<file path="src/rtl/immgen_pipe.sv">
// immgen_pipe
//   Pipelined RV32I/RV64I immediate generator. Decodes the immediate of an
//   I/S/B/U/J instruction, sign-extends it to XLEN and, for branches, JAL
//   and AUIPC, adds it to the instruction PC. Results leave through a
//   valid/ready handshake backed by a main output register and one skid
//   register. Unrecognised opcodes are flagged and counted (saturating).
//
// Parameters
//   XLEN   datapath width, 32 or 64
//   CNT_W  width of the illegal-instruction counter
//
// Ports
//   clk          rising-edge clock
//   reset        synchronous, active-high reset
//   in_valid     instruction word and PC valid
//   in_ready     block can accept this cycle (registered state, not OUT_READY)
//   in           32-bit instruction word
//   in_pc        PC of the instruction
//   out_valid    result valid
//   out_ready    consumer accepts the result
//   out          sign-extended immediate
//   out_target   in_pc + immediate for B/J/AUIPC, 0 otherwise
//   out_fmt      0=R/none 1=I 2=S 3=B 4=U 5=J 7=illegal
//   out_illegal  opcode not recognised
//   illegal_cnt  saturating count of accepted illegal instructions
module immgen_pipe #(
  parameter int XLEN  = 32,
  parameter int CNT_W = 8
) (
  input  logic             clk,
  input  logic             reset,
  input  logic             in_valid,
  output logic             in_ready,
  input  logic [31:0]      in,
  input  logic [XLEN-1:0]  in_pc,
  output logic             out_valid,
  input  logic             out_ready,
  output logic [XLEN-1:0]  out,
  output logic [XLEN-1:0]  out_target,
  output logic [2:0]       out_fmt,
  output logic             out_illegal,
  output logic [CNT_W-1:0] illegal_cnt
);

  localparam logic [6:0] OP_LOAD   = 7'b0000011;
  localparam logic [6:0] OP_IMM    = 7'b0010011;
  localparam logic [6:0] OP_JALR   = 7'b1100111;
  localparam logic [6:0] OP_SYSTEM = 7'b1110011;
  localparam logic [6:0] OP_STORE  = 7'b0100011;
  localparam logic [6:0] OP_BRANCH = 7'b1100011;
  localparam logic [6:0] OP_LUI    = 7'b0110111;
  localparam logic [6:0] OP_AUIPC  = 7'b0010111;
  localparam logic [6:0] OP_JAL    = 7'b1101111;
  localparam logic [6:0] OP_OP     = 7'b0110011;

  localparam logic [2:0] FMT_R   = 3'd0;
  localparam logic [2:0] FMT_I   = 3'd1;
  localparam logic [2:0] FMT_S   = 3'd2;
  localparam logic [2:0] FMT_B   = 3'd3;
  localparam logic [2:0] FMT_U   = 3'd4;
  localparam logic [2:0] FMT_J   = 3'd5;
  localparam logic [2:0] FMT_ILL = 3'd7;

  typedef struct packed {
    logic [XLEN-1:0] imm;
    logic [XLEN-1:0] tgt;
    logic [2:0]      fmt;
    logic            ill;
  } res_t;

  // Size cast of a signed operand sign-extends, so bit 31 fills the upper
  // half when XLEN=64 and the cast is a no-op when XLEN=32.
  function automatic logic signed [XLEN-1:0] sext32(input logic signed [31:0] v);
    return XLEN'(v);
  endfunction

  // PC-relative target wraps modulo 2^XLEN.
  function automatic logic [XLEN-1:0] pc_add(input logic [XLEN-1:0] pc,
                                             input logic signed [XLEN-1:0] imm);
    return pc + $unsigned(imm);
  endfunction

  // Counter saturates at all-ones instead of wrapping.
  function automatic logic [CNT_W-1:0] sat_inc(input logic [CNT_W-1:0] c);
    return (&c) ? c : c + CNT_W'(1);
  endfunction

  logic signed [31:0]     imm32_p0;
  logic signed [XLEN-1:0] imm_p0;
  logic                   pcrel_p0;
  res_t                   res_p0;

  res_t                   res_p1;
  logic                   vld_p1;
  res_t                   skid_p1;
  logic                   skid_vld_p1;
  logic [CNT_W-1:0]       cnt_p1;

  logic                   accept;
  logic                   drain;

  // ---- stage p0: combinational decode of the incoming word ----
  always_comb begin
    imm32_p0     = '0;
    pcrel_p0     = 1'b0;
    res_p0.fmt   = FMT_R;
    res_p0.ill   = 1'b0;
    unique case (in[6:0])
      OP_LOAD, OP_IMM, OP_JALR, OP_SYSTEM: begin
        res_p0.fmt = FMT_I;
        imm32_p0   = {{20{in[31]}}, in[31:20]};
      end
      OP_STORE: begin
        res_p0.fmt = FMT_S;
        imm32_p0   = {{20{in[31]}}, in[31:25], in[11:7]};
      end
      OP_BRANCH: begin
        res_p0.fmt = FMT_B;
        pcrel_p0   = 1'b1;
        imm32_p0   = {{19{in[31]}}, in[31], in[7], in[30:25], in[11:8], 1'b0};
      end
      OP_LUI: begin
        res_p0.fmt = FMT_U;
        imm32_p0   = {in[31:12], 12'b0};
      end
      OP_AUIPC: begin
        res_p0.fmt = FMT_U;
        pcrel_p0   = 1'b1;
        imm32_p0   = {in[31:12], 12'b0};
      end
      OP_JAL: begin
        res_p0.fmt = FMT_J;
        pcrel_p0   = 1'b1;
        imm32_p0   = {{11{in[31]}}, in[31], in[19:12], in[20], in[30:21], 1'b0};
      end
      OP_OP: begin
        res_p0.fmt = FMT_R;
      end
      default: begin
        res_p0.fmt = FMT_ILL;
        res_p0.ill = 1'b1;
      end
    endcase
    imm_p0     = sext32(imm32_p0);
    res_p0.imm = imm_p0;
    res_p0.tgt = pcrel_p0 ? pc_add(in_pc, imm_p0) : '0;
  end

  // Readiness depends only on skid occupancy and reset, never on out_ready.
  assign in_ready = !skid_vld_p1 && !reset;
  assign accept   = in_valid && in_ready;
  assign drain    = vld_p1 && out_ready;

  // ---- stage p1: main output register, skid register, counter ----
  always_ff @(posedge clk) begin
    if (reset) begin
      vld_p1      <= 1'b0;
      skid_vld_p1 <= 1'b0;
      res_p1      <= '0;
      cnt_p1      <= '0;
    end else begin
      // Skid always holds the younger entry, so it refills main first.
      if (drain && skid_vld_p1) begin
        res_p1      <= skid_p1;
        skid_vld_p1 <= 1'b0;
      end else if (accept && (!vld_p1 || drain)) begin
        res_p1 <= res_p0;
      end else if (accept) begin
        skid_vld_p1 <= 1'b1;
      end
      vld_p1 <= accept || skid_vld_p1 || (vld_p1 && !drain);
      if (accept && res_p0.ill) begin
        cnt_p1 <= sat_inc(cnt_p1);
      end
    end
  end

  always_ff @(posedge clk) begin
    if (accept && vld_p1 && !drain) begin
      skid_p1 <= res_p0;
    end
  end

  assign out_valid   = vld_p1;
  assign out         = res_p1.imm;
  assign out_target  = res_p1.tgt;
  assign out_fmt     = res_p1.fmt;
  assign out_illegal = res_p1.ill;
  assign illegal_cnt = cnt_p1;

endmodule

</file>
<file path="config.mk">
export PLATFORM = sky130hd
export DESIGN_NAME = immgen_pipe
export DESIGN_NICKNAME = d
export VERILOG_FILES = /design/src/rtl/immgen_pipe.sv
export SDC_FILE = /design/constraint.sdc
export NUM_CORES = 1
export LEC_CHECK = 0
export CORE_ASPECT_RATIO = 1.25
export CORE_MARGIN = 2
export CORE_UTILIZATION = 48
export CTS_BUF_LIST = sky130_fd_sc_hd__clkbuf_4 sky130_fd_sc_hd__clkbuf_8 sky130_fd_sc_hd__clkbuf_16
export DETAILED_ROUTE_END_ITERATION = 8
export PLACE_DENSITY = 0.75
export SYNTH_ARGS = -nofsm -noshare
export SYNTH_HDL_FRONTEND = slang
export SYNTH_SLANG_ARGS = --single-unit
</file>
<file path="constraint.sdc">
create_clock -name clk -period 3.9 [get_ports clk]
set_input_delay 0.39 -clock clk [delete_from_list [all_inputs] [get_ports clk]]
set_output_delay 0.39 -clock clk [all_outputs]
set_load 0.02 [all_outputs]
</file>
=== Word-level counts from Yosys, hierarchy flattened ===
Index checks and enable logic that the tools add are counted.

* Reduce and logical (&&, ||, !) cells: 25
* Equality and inequality tests: 10
* Multiplexer cells: 7
* Bitwise logic cells: 2
* $add $sub $neg: 2

{| class="wikitable"
|+ Operators with widths
! kind !! count
|-
| 32-bit case mux with 5 select lines || 1
|-
| 68-bit two-way mux || 2
|-
| 32-bit adder || 1
|-
| 32-bit two-way mux || 1
|-
| 7-bit == test (second input constant) || 4
|-
| 7-bit by 6-bit == test with 1-bit output (second input constant) || 3
|-
| 3-bit case mux with 6 select lines || 1
|-
| 7-bit by 5-bit == test with 1-bit output (second input constant) || 2
|-
| 10-bit OR reduction || 1
|-
| 1-bit logical AND || 9
|-
| 8-bit by 1-bit adder with 8-bit output (second input constant) || 1
|-
| 8-bit AND reduction || 1
|-
| 7-bit by 2-bit == test with 1-bit output (second input constant) || 1
|-
| 1-bit logical NOT || 4
|-
| 2-bit AND reduction || 2
|-
| 2-bit OR reduction || 2
|-
| 4-bit OR reduction || 1
|-
| 1-bit logical OR || 3
|-
| 3-bit OR reduction || 1
|-
| 1-bit two-way mux || 2
|-
| 1-bit inverter || 2
|-
| 2-bit nonzero test || 1
|}

* Logic and storage cells: 57
* Output and inout bits: 78
* Register bits: 146
* Bits of input ports: 68

=== Logic depth before layout (Yosys ltp) ===
* Word-level depth: 7
* Depth in mapped cells: 17

=== Worst setup path before layout ===
OpenSTA, ideal clock, no wires.

* Path kind: input-to-reg
* Start: in reset
* End: reg skid_p1[0] in the netlist's numbering (enable)
* Path slack: -0.535 ns
* Setup time: 0.496 ns
* Data arrival time: 3.939 ns
* Path buffers: 1
* Stages on the path: 4
* Required time: 3.404 ns
* Cells stage by stage: clkbuf_1 nor2_1 nand2_1 nor2_1

* Cells in the longest elaborated chain, start to end: 5

{| class="wikitable"
|+ Ends and longest elaborated chain
! what !! line !! text
|-
| start, declared || 31 || <nowiki>input logic reset,</nowiki>
|-
| 1-bit logical NOT || 150 || <nowiki>assign in_ready = !skid_vld_p1 && !reset;</nowiki>
|-
| 1-bit logical AND || 150 ||
|-
| net in_ready || 33 || <nowiki>output logic in_ready,</nowiki>
|-
| 1-bit logical AND || 151 || <nowiki>assign accept = in_valid && in_ready;</nowiki>
|-
| 1-bit logical AND (2 in series) || 179 || <nowiki>if (accept && vld_p1 && !drain) begin</nowiki>
|-
| end signal, assigned || 180 || <nowiki>skid_p1 <= res_p0;</nowiki>
|-
| end, declared || 95 || <nowiki>res_t skid_p1;</nowiki>
|}

The timed path passes the listed nets, and every way through them passes these cells.
A chain may end at the register's enable or synchronous reset.

==> run metrics <==
RSZ-0062 raised after global routing=true; hold slack=roughly 0.45 ns; Synth area leaders=edfxtp_1, dfxtp_1, nor2_1; H-tree level count=4; Post-synth EDFFs=68; WP data required=around 4.2 ns; sequential fraction of the synthesis area=44.59%; Starting Density=48.55%; final antenna diode count=0; Antenna Nets Post-Route=0; Worst Setup End Kind=flop; Final Cycle Share=between 90% and 100%; mapped cell area=8082 um^2; Clock Tree Root=clkbuf_16; via count=7669; Max-Slew Margin vs Limit=42.27%; peak supply drop=between 0.2 and 0.3 mV; I/O pin total=approximately 150; post-DP HPWL=approximately 18000 um; Critical-path top delay cell=a2111o_1; CTS sink cnt=between 100 and 150; final max-slew violation count=0; Die X=120.1 um; setup violators final=0; fill count=between 1000 and 1500; Yosys warnings=0; post-layout instance area=roughly 12000 um^2; Netlist cell types=around 70; Clock Power Share=between 40% and 50%; Fmax=267.7 MHz; Slew @ Worst Pin=about 0.87 ns; first-pass GRT wire length=37940 um; die area=~18000 um^2; Syn Nets=slightly below 1000; GRT Util Overall=between 20% and 30%; DP Cell Count=1346; Synth Flop Type=dfxtp_1; DRT Wirelength=24250 um; GRT overflow=0; core area=16640 um^2; cell breakdown of the critical path=clkdlybuf4s50_1 -> buf_4 -> buf_4 -> a2111o_1 -> a21oi_4 -> and2_1 -> ha_1 -> and3_2 -> a221oi_4 -> a21boi_2 -> o32a_4 -> a2111oi_4 -> or3_1 -> a21oi_2 -> o31a_1; Synth Register Bits=about 150; post-placement cell area=10750 um^2; worst hold path startpoint=out[14]$_SDFFE_PP0P_; CTS tree=yes; Die Span Y=between 100 and 150 um; Leakage=~0.0045 uW; Post-synth top cells=nor2_1, nand2_1, dfxtp_1; Skew-Pair Late Insertion Delay=0.43 ns; number of vias per cell=roughly 5.6; status=completed; Synth-to-Final Area Change=42.44%; top-count cell post-synth=nor2_1; max_cap viols=0; sequential power share=roughly two fifths; IO Port Bufs=145; HP Class=flop to flop; Placer Congestion=0.9115; First DRT Iteration DRCs=550; post-synth top area share=roughly a quarter; ys async rst share=0%; initial antenna violation count=0; Arrival @ worst endpoint=roughly 4 ns; Clock Skew=~0.012 ns; num rows=53; Psw=988.2 uW; vias in the first global route=7399; Num CTS Buffers=17; maximum net fanout on the critical path=10; mean post-synth cell area=slightly above 9 um^2; Tmin final=about 3.7 ns; CTS Buffer Depth=2; Hold Fails Final Rpt=0; PwrDens=354.8 nW/um^2; Post-CTS Repair Setup Buffers=0; # nets final=1246; Logic pwr share=between 10% and 20%; Net Sw Frac=between 20% and 30%; worst r2r src=skid_vld_p1$_SDFFE_PP0P_; critical path class=input pin to flop; Pint=around 3100 uW; layout cells sized above 1=between 15 and 20%; DRC errors left=0; crit path launch=in[4]; clock slew at reported path FFs=around 0.060 ns; Worst path most repeated cell=buf_4; wire length per cell=17.60 um; CP Launch Type=input pin; Mapped Cells=891; final std cells w/o fill=between 1000 and 1500; cell taking the most area after synthesis=edfxtp_1; DRT Pass-1 Iters=5; largest net degree at the start of global routing=roughly 80; slowest stage delay, CP=around 0.40 ns
## metal layers
metal  GRT usage [%]  wire length [um]  up-vias
met4           12.29               884        0
met1           34.49             10160     3608
met3           5.849              1472       48
li1                -                 -     3755
met5               0                 0        -
met2           44.43             11740      258
## through the flow
| step | setup WS (ns) | setup TNS (ns) | utilization (%) | total power [uW] |
|---|---|---|---|---|
| 3_5_place_dp | -0.4173 | -7.906 | 64.60 | 2293 |
| 2_1_floorplan | 0.02281 | 0 | - | 1993 |
| 5_1_grt | -0.006362 | -0.006362 | 69.16 | 4214 |
| 3_3_place_gp | -0.4306 | -7.768 | 64.60 | 2287 |
| 6_report | 0.1640 | 0 | 69.16 | 4084 |
| 4_1_cts | 0.01012 | 0 | 68.53 | 4088 |
## area by class of cell
type	instances	area [um^2]	area share [%]
sequential	146	3603	31.30
clock inverter	12	205.2	1.783
inverter	11	41.29	0.3587
multi-input combinational	676	4335	37.66
clock buffer	20	447.9	3.891
timing repair buffer	293	2603	22.61
tap	220	275.3	2.391
## worst max-delay path: cells and delay by family
family | cells | cell delay [ns]
adder cells (fa/ha/maj) | 1 | 0.30
AO/OA/AOI/OAI | 8 | 2.05
AND/OR/NAND/NOR | 3 | 0.62
buffers and inverters | 3 | 0.70
## sequential cells by signal, indices dropped and copies added, names as in the netlist
register and cells:
out_valid 1, out_target 32, illegal_cnt 8, skid_p1 68
out_illegal 1, out_fmt 3, skid_vld_p1 1, out 32
## cells in the final DEF, fill, tap and decap left out, types with 17 or more instances in the layout
cell             instances
dfxtp_1                 78
clkbuf_16               17
o21ai_0                 26
clkdlybuf4s50_1        141
nand2_1                100
a211oi_1                19
edfxtp_1                68
nor2_1                 124
a21oi_1                 76
ha_1                    28
nor3_1                  21
o211ai_1                17
nand2b_1                17
and2_1                  20
a311oi_1                25
buf_4                  145
xor2_1                  20
a21o_1                  24
## kinds of logic after synthesis
| family | count (synthesis) | synth area share (%) |
|---|---|---|
| AOI/OAI and AO/OA | 258 | 22.56 |
| xor gates and xnor gates | 33 | 3.669 |
| adders and majority gates | 33 | 5.202 |
| buffers and inverters | 69 | 3.437 |
| DFF | 146 | 44.59 |
| muxes | 5 | 0.6193 |
| and+or+nand+nor | 347 | 19.93 |
## worst paths after layout
| path | end | slack [ns] | cells past startpoint |
|---|---|---|---|
| max | out_target[18]$_SDFFE_PP0P_ | 0.16 | 15 |
| min | out[14]$_SDFFE_PP0P_ | 0.45 | 2 |
| max reg2reg | out_target[2]$_SDFFE_PP0P_ | 1.59 | 8 |
| min reg2reg | out[14]$_SDFFE_PP0P_ | 0.45 | 2 |
## power groups by stage
stage	registers, uW	logic, uW	clock network, uW
6_report	1670	606	1810
5_1_grt	1670	654	1890
4_1_cts	1670	596	1830
3_5_place_dp	1700	593	0
3_3_place_gp	1700	588	0
2_1_floorplan	1740	254	0
## repair_timing
item / 4_1_cts / 5_1_grt
hold buffers: 0 / 0
gates resized for setup: 0 / 28
setup endpoints to repair: 0 / 27
Note: power is estimated with default switching activity, not from simulation.
